### src/rtl/keypad_scanner.sv
// rtl/keypad_scanner.sv - 4x4 active-low key matrix scanner with frame-based debounce
// Define KEYPAD_REPEAT_EN to add auto-repeat of key_valid while a key stays held.
module keypad_scanner #(
   parameter int SCAN_DIV_W      = 16,
   parameter int DEBOUNCE_FRAMES = 4
`ifdef KEYPAD_REPEAT_EN
   ,
   parameter int REPEAT_DELAY    = 32,
   parameter int REPEAT_PERIOD   = 8
`endif
) (
   input  logic       clk,
   input  logic       rst_n,
   input  logic [3:0] col_in,
   output logic [3:0] row_out,
   output logic [3:0] key_code,
   output logic       key_valid,
   output logic       key_held,
   output logic       multi_key
);
   typedef enum logic [1:0] {S_IDLE, S_DEBOUNCE, S_PRESSED, S_RELEASE} state_t;

   localparam int         CW = SCAN_DIV_W + 2;
   localparam logic [3:0] DB = 4'(DEBOUNCE_FRAMES);

   state_t        state_q, state_d;
   logic [CW-1:0] scan_cnt_q;
   logic [1:0]    row_idx;
   logic          dwell_end, frame_end;
   logic [3:0]    row_q, sync1_q, sync2_q;
   logic [15:0]   frame_q, frame_d;
   logic [4:0]    key_cnt;
   logic [3:0]    key_idx;
   logic          single, multi, same_key, cand_bit;
   logic [3:0]    cand_q, cand_d, stable_q, stable_d, rel_q, rel_d;
   logic [3:0]    stable_inc, rel_inc;
   logic [3:0]    key_code_q, key_code_d;
   logic          key_valid_q, key_valid_d, key_held_q, key_held_d;
   logic          multi_key_q, multi_key_d;
`ifdef KEYPAD_REPEAT_EN
   logic [7:0]    rpt_cnt_q, rpt_cnt_d, rpt_inc;
   logic          rpt_phase_q, rpt_phase_d;
`endif

   assign row_idx   = scan_cnt_q[CW-1:SCAN_DIV_W];
   assign dwell_end = &scan_cnt_q[SCAN_DIV_W-1:0];
   assign frame_end = &scan_cnt_q;

   // The frame under evaluation already contains the sample taken this cycle.
   always_comb begin
      frame_d = frame_q;
      if (dwell_end) begin
         frame_d[{row_idx, 2'b00} +: 4] = ~sync2_q;
      end
   end

   always_comb begin
      key_cnt = '0;
      key_idx = '0;
      for (int i = 0; i < 16; i++) begin
         if (frame_d[i]) begin
            key_cnt = key_cnt + 5'd1;
            key_idx = 4'(i);
         end
      end
   end

   assign single     = (key_cnt == 5'd1);
   assign multi      = (key_cnt > 5'd1);
   assign same_key   = single && (key_idx == cand_q);
   assign cand_bit   = frame_d[cand_q];
   assign stable_inc = stable_q + 4'd1;
   assign rel_inc    = rel_q + 4'd1;

   always_ff @(posedge clk or negedge rst_n) begin
      if (!rst_n) begin
         scan_cnt_q <= '0;
         row_q      <= 4'b1111;
         sync1_q    <= 4'b1111;
         sync2_q    <= 4'b1111;
         frame_q    <= '0;
      end else begin
         scan_cnt_q <= scan_cnt_q + 1'b1;
         row_q      <= ~(4'b0001 << row_idx);
         sync1_q    <= col_in;
         sync2_q    <= sync1_q;
         frame_q    <= frame_d;
      end
   end

   always_ff @(posedge clk or negedge rst_n) begin
      if (!rst_n) begin
         state_q <= S_IDLE;
      end else begin
         state_q <= state_d;
      end
   end

   always_comb begin
      state_d = state_q;
      if (frame_end) begin
         case (state_q)
            S_IDLE:     if (single) state_d = S_DEBOUNCE;
            S_DEBOUNCE: begin
               if (!same_key)               state_d = S_IDLE;
               else if (stable_inc == DB)   state_d = S_PRESSED;
            end
            S_PRESSED:  if (!cand_bit) state_d = S_RELEASE;
            S_RELEASE: begin
               if (cand_bit)                state_d = S_PRESSED;
               else if (rel_inc == DB)      state_d = S_IDLE;
            end
            default:    state_d = S_IDLE;
         endcase
      end
   end

   always_comb begin
      cand_d      = cand_q;
      stable_d    = stable_q;
      rel_d       = rel_q;
      key_code_d  = key_code_q;
      key_valid_d = 1'b0;
      key_held_d  = key_held_q;
      multi_key_d = multi_key_q;
`ifdef KEYPAD_REPEAT_EN
      rpt_cnt_d   = rpt_cnt_q;
      rpt_phase_d = rpt_phase_q;
      rpt_inc     = rpt_cnt_q + 8'd1;
      if (state_q != S_PRESSED) begin
         rpt_cnt_d   = '0;
         rpt_phase_d = 1'b0;
      end
`endif
      if (frame_end) begin
         multi_key_d = multi;
         case (state_q)
            S_IDLE: begin
               if (single) begin
                  cand_d   = key_idx;
                  stable_d = 4'd1;
               end
            end
            S_DEBOUNCE: begin
               if (same_key) begin
                  stable_d = stable_inc;
                  if (stable_inc == DB) begin
                     key_code_d  = cand_q;
                     key_valid_d = 1'b1;
                     key_held_d  = 1'b1;
                  end
               end else begin
                  stable_d = 4'd0;
               end
            end
            S_PRESSED: begin
               if (!cand_bit) begin
                  rel_d = 4'd1;
               end
`ifdef KEYPAD_REPEAT_EN
               // First repeat waits REPEAT_DELAY frames, later ones REPEAT_PERIOD.
               if (!cand_bit || multi) begin
                  rpt_cnt_d   = '0;
                  rpt_phase_d = 1'b0;
               end else if (rpt_inc == (rpt_phase_q ? 8'(REPEAT_PERIOD) : 8'(REPEAT_DELAY))) begin
                  key_code_d  = cand_q;
                  key_valid_d = 1'b1;
                  rpt_cnt_d   = '0;
                  rpt_phase_d = 1'b1;
               end else begin
                  rpt_cnt_d   = rpt_inc;
               end
`endif
            end
            S_RELEASE: begin
               if (cand_bit) begin
                  rel_d = 4'd0;
               end else begin
                  rel_d = rel_inc;
                  if (rel_inc == DB) begin
                     key_held_d = 1'b0;
                  end
               end
            end
            default: ;
         endcase
      end
   end

   always_ff @(posedge clk or negedge rst_n) begin
      if (!rst_n) begin
         cand_q      <= '0;
         stable_q    <= '0;
         rel_q       <= '0;
         key_code_q  <= '0;
         key_valid_q <= 1'b0;
         key_held_q  <= 1'b0;
         multi_key_q <= 1'b0;
`ifdef KEYPAD_REPEAT_EN
         rpt_cnt_q   <= '0;
         rpt_phase_q <= 1'b0;
`endif
      end else begin
         cand_q      <= cand_d;
         stable_q    <= stable_d;
         rel_q       <= rel_d;
         key_code_q  <= key_code_d;
         key_valid_q <= key_valid_d;
         key_held_q  <= key_held_d;
         multi_key_q <= multi_key_d;
`ifdef KEYPAD_REPEAT_EN
         rpt_cnt_q   <= rpt_cnt_d;
         rpt_phase_q <= rpt_phase_d;
`endif
      end
   end

   assign row_out   = row_q;
   assign key_code  = key_code_q;
   assign key_valid = key_valid_q;
   assign key_held  = key_held_q;
   assign multi_key = multi_key_q;
endmodule

### config.mk
export PLATFORM = sky130hd
export DESIGN_NAME = keypad_scanner
export DESIGN_NICKNAME = d
export VERILOG_FILES = /design/src/rtl/keypad_scanner.sv
export SDC_FILE = /design/constraint.sdc
export NUM_CORES = 1
export LEC_CHECK = 0
export ABC_AREA = 1
export BUFFER_PORTS_ARGS = -buffer_cell sky130_fd_sc_hd__buf_4
export CORE_MARGIN = 2
export CORE_UTILIZATION = 60
export DETAILED_ROUTE_END_ITERATION = 6
export GPL_TIMING_DRIVEN = 1
export PLACE_DENSITY = 0.87
export RECOVER_POWER = 50
export SLEW_MARGIN = 20
export SYNTH_ARGS = -nofsm -noshare
export SYNTH_HDL_FRONTEND = slang
export SYNTH_SLANG_ARGS = --single-unit
### constraint.sdc
create_clock -name clk -period 26.1 [get_ports clk]
set_input_delay 1.305 -clock clk [delete_from_list [all_inputs] [get_ports clk]]
set_output_delay 1.305 -clock clk [all_outputs]
set_load 0.01 [all_outputs]
==> impl_metrics.py <==
metrics = {
    "die": {
        "die_y_um": 101,
        "core_um2": 9200,
        "die_area_um2": 10200,
        "die_w_um": 101,
        "start_util_pct": 61.6,
        "ioPinCount": 17,
        "rows": 35,
    },
    "logic_synthesis": {
        "ys_seq_elements": 67,
        "synth_area_um2": 5670,
        "synth_cell_types": 47,
        "syn_avg_cell_area_um2": 6.93,
        "synthFlopType": "dfrtp_1",
        "syn_inst": 818,
        "yosys.area_share.simple_pct": 44.2,
        "synthArstFlopShare_pct": 100,
        "yosys.area_share.xor_xnor_pct": 3.09,
        "synthAdderAreaFrac_pct": 5.52,
        "yosysWarningCount": 0,
        "synth_edf_count": 0,
        "synthMuxAreaShare_pct": 0,
        "synth_fp_nets": 849,
        "ys_seq_area_share_pct": 29.8,
        "synth_compound_area_share_pct": 8.61,
        "synth_top_family_by_area": "simple AND/OR/NAND/NOR gates",
    },
    "detailed_routing": {
        "avgViaCountPerCell": 5.34,
        "vias": 5096,
        "dr.pass1.iters": 5,
        "drc": 0,
        "routed_wl_um": 11700,
        "routedWlPerCell_um": 12.3,
        "drt_iter0_drc": 266,
        "ant_nets": 0,
    },
    "worst_setup_path": {
        "critPathKind": "register to register",
        "crit_slowest_cell": "o31ai_1",
        "r2r-start": "scan_cnt_q[0]",
        "worstSetupEndpointType": "register",
        "cp_common_cell": "nand2_1",
        "worstReg2RegEnd": "key_code[3]",
        "reg2reg_depth": 63,
        "crit_required_ns": 26.35,
        "reg2reg_slack_ns": 16.12,
        "slowest_delay_ns": 0.67,
        "critical_path_arrival_ns": 10.23,
        "cp_max_fo": 9,
        "startpoint_type": "register",
    },
    "timing": {
        "finalSetupViolCount": 0,
        "max_slew_margin_pct": -125,
        "fmax_ghz": 0.100,
        "hold_viol": 0,
        "period_share_pct": 38.2,
        "rsz0062_at_grt": "false",
        "worst_pin_slew_ns": 3.37,
        "fin_tns_setup_ns": 0,
        "slew_violations": 88,
        "hold_ws_ns": 0.358,
        "fin_worst_skew_ns": 0.0117,
        "min_period_ns": 9.98,
    },
    "cts": {
        "cts_sinks": 67,
        "clk-insertion-delay-late_ns": 0.36,
        "cts_setup_buffers": 0,
        "hold_buffers": 0,
        "cts_made_buffers": 9,
        "htree_levels": 3,
        "cts_root_buffer": "clkbuf_8",
        "cts_buffer_depth": 2,
        "cts.clk_slew.worst_paths_ns": 0.08,
        "tritoncts": "built",
        "post_cts_resize_count": 0,
    },
    "power_and_ir_drop": {
        "p_total_uw": 206,
        "p_leak_uw": 0.00321,
        "peakVddDrop_mv": 0.0221,
        "power.density_nw_per_um2": 33.9,
    },
    "final_layout": {
        "drive_gt1_share_pct": 14.6,
        "n_antenna_cell": 0,
        "stdcell_count": 954,
        "area_growth_pct": 7.51,
        "layout_common_cells": "235 x nand2_1, 112 x nand3_1, 111 x inv_1",
        "fin_area_um2": 6090,
        "layout_commonest_cell": "nand2_1",
        "nets": 869,
    },
    "placement": {
        "hpwl_um": 8860,
        "port-buffer-count": 16,
        "gp_congestion": 0.865,
        "dp_cells": 938,
        "dpl_cell_area_um2": 5900,
    },
    "global_route": {
        "gr-total-overflow": 0,
        "antenna_found_initial": 0,
        "grt_usage_pct": 24.9,
        "grt_pass1_vias": 4892,
        "grt_max_degree": 68,
        "grt_first_pass_wirelength_um": 20900,
    },
    "outcome": {
        "violations": "max-capacitance violations, max-slew violations",
        "status": "finished, violations left",
    },
    "min_path": {
        "worstHoldPathCells": 0,
        "hp-class": "register to register",
        "min_to": "sync2_q[3]",
        "min_from": "sync1_q[3]",
    },
    "flow_run": {
        "maxCapViolCount": 2,
    },
}
[through the flow]
step / setup WS (ns) / utilization (%)
after floorplan: 17.49 / -
after global placement: 16.91 / 64.1
after detailed placement: 16.45 / 64.1
after CTS: 16.37 / 66.6
after global routing: 15.10 / 66.3
final: 16.12 / 66.3
[cell type report]
| type | instances | area [µm²] |
|---|---|---|
| Tap cell | 111 | 139 |
| Multi-Input combinational cell | 619 | 3450 |
| Clock inverter | 4 | 51.3 |
| Timing Repair Buffer | 16 | 116 |
| Inverter | 125 | 469 |
| Sequential cell | 67 | 1690 |
| Fill cell | 765 | 3100 |
| Clock buffer | 12 | 178 |
[cell usage after synthesis (3+ instances only)]
| master | count | area share (%) |
|---|---|---|
| a21oi_1 | 11 | 0.97 |
| clkbuf_1 | 5 | 0.33 |
| clkinv_1 | 7 | 0.46 |
| dfrtp_1 | 55 | 24 |
| dfstp_2 | 12 | 5.6 |
| ha_1 | 25 | 5.5 |
| inv_1 | 111 | 7.4 |
| inv_2 | 7 | 0.46 |
| nand2_1 | 234 | 15 |
| nand2_2 | 24 | 2.6 |
| nand2_4 | 11 | 2.2 |
| nand3_1 | 112 | 9.9 |
| nand3_2 | 14 | 2.5 |
| nand3_4 | 3 | 0.93 |
| nand3b_1 | 5 | 0.66 |
| nand4_1 | 9 | 0.99 |
| nand4_4 | 3 | 1.1 |
| nor2_1 | 53 | 3.5 |
| nor2_2 | 4 | 0.44 |
| nor2_4 | 3 | 0.60 |
| nor3_1 | 8 | 0.71 |
| o21ai_0 | 29 | 2.6 |
| o21ai_1 | 18 | 1.6 |
| o21ai_2 | 4 | 0.62 |
| o311ai_0 | 3 | 0.46 |
| or2_2 | 3 | 0.33 |
| xnor2_1 | 7 | 1.1 |
| xor2_1 | 13 | 2.0 |
[kinds of logic (layout without fill, tap and decap cells)]
group / count (synthesis) / count (layout)
adders and majority gates: 25 / 25
and+or+nand+nor: 496 / 496
xor gates and xnor gates: 20 / 20
buffers and inverters: 132 / 157
DFF: 67 / 67
AOI/OAI and AO/OA: 78 / 78
[registers in the layout, summed over array words and instances (netlist names)]
| name | cells |
|---|---|
| scan_cnt_q | 18 |
| frame_q | 16 |
| cand_q | 4 |
| key_code | 4 |
| rel_q | 4 |
| row_out | 4 |
| stable_q | 4 |
| sync1_q | 4 |
| sync2_q | 4 |
| state_q | 2 |
| key_held | 1 |
| key_valid | 1 |
| multi_key | 1 |
[worst max-delay path by stage]
stage                       start           to  slack, ns
finish              scan_cnt_q[0]  key_code[3]      16.12
CTS                 scan_cnt_q[0]  key_code[3]      16.37
global route        scan_cnt_q[0]  key_code[0]      15.10
global placement    scan_cnt_q[0]  key_code[1]      16.91
floorplan           scan_cnt_q[0]  stable_q[2]      17.49
detailed placement  scan_cnt_q[0]  key_code[3]      16.45
[where the power goes]
| group | switching (µW) | internal [µW] | total, µW |
|---|---|---|---|
| sequential | 0.299 | 105 | 105 |
| clock | 42.4 | 56.2 | 98.6 |
| combinational | 2.10 | 0.480 | 2.58 |
[worst max-delay path: cells and delay by family (launching register included)]
kind / cells / cell delay [ns]
flip-flops: 1 / 0.36
buffers and inverters: 8 / 0.63
adder cells (fa/ha/maj): 9 / 2.62
AO/OA/AOI/OAI: 3 / 0.97
AND/OR/NAND/NOR: 43 / 5.27
[per-layer routing]
layer | share of wire [%] | wire (µm) | track usage [%]
met3 | 3.6 | 427 | 3.38
met5 | 0 | 0 | 0
met2 | 47 | 5450 | 42.3
met4 | 2.4 | 281 | 9.56
met1 | 47 | 5560 | 32.2
No activity file was read; power rests on OpenSTA's default activity.
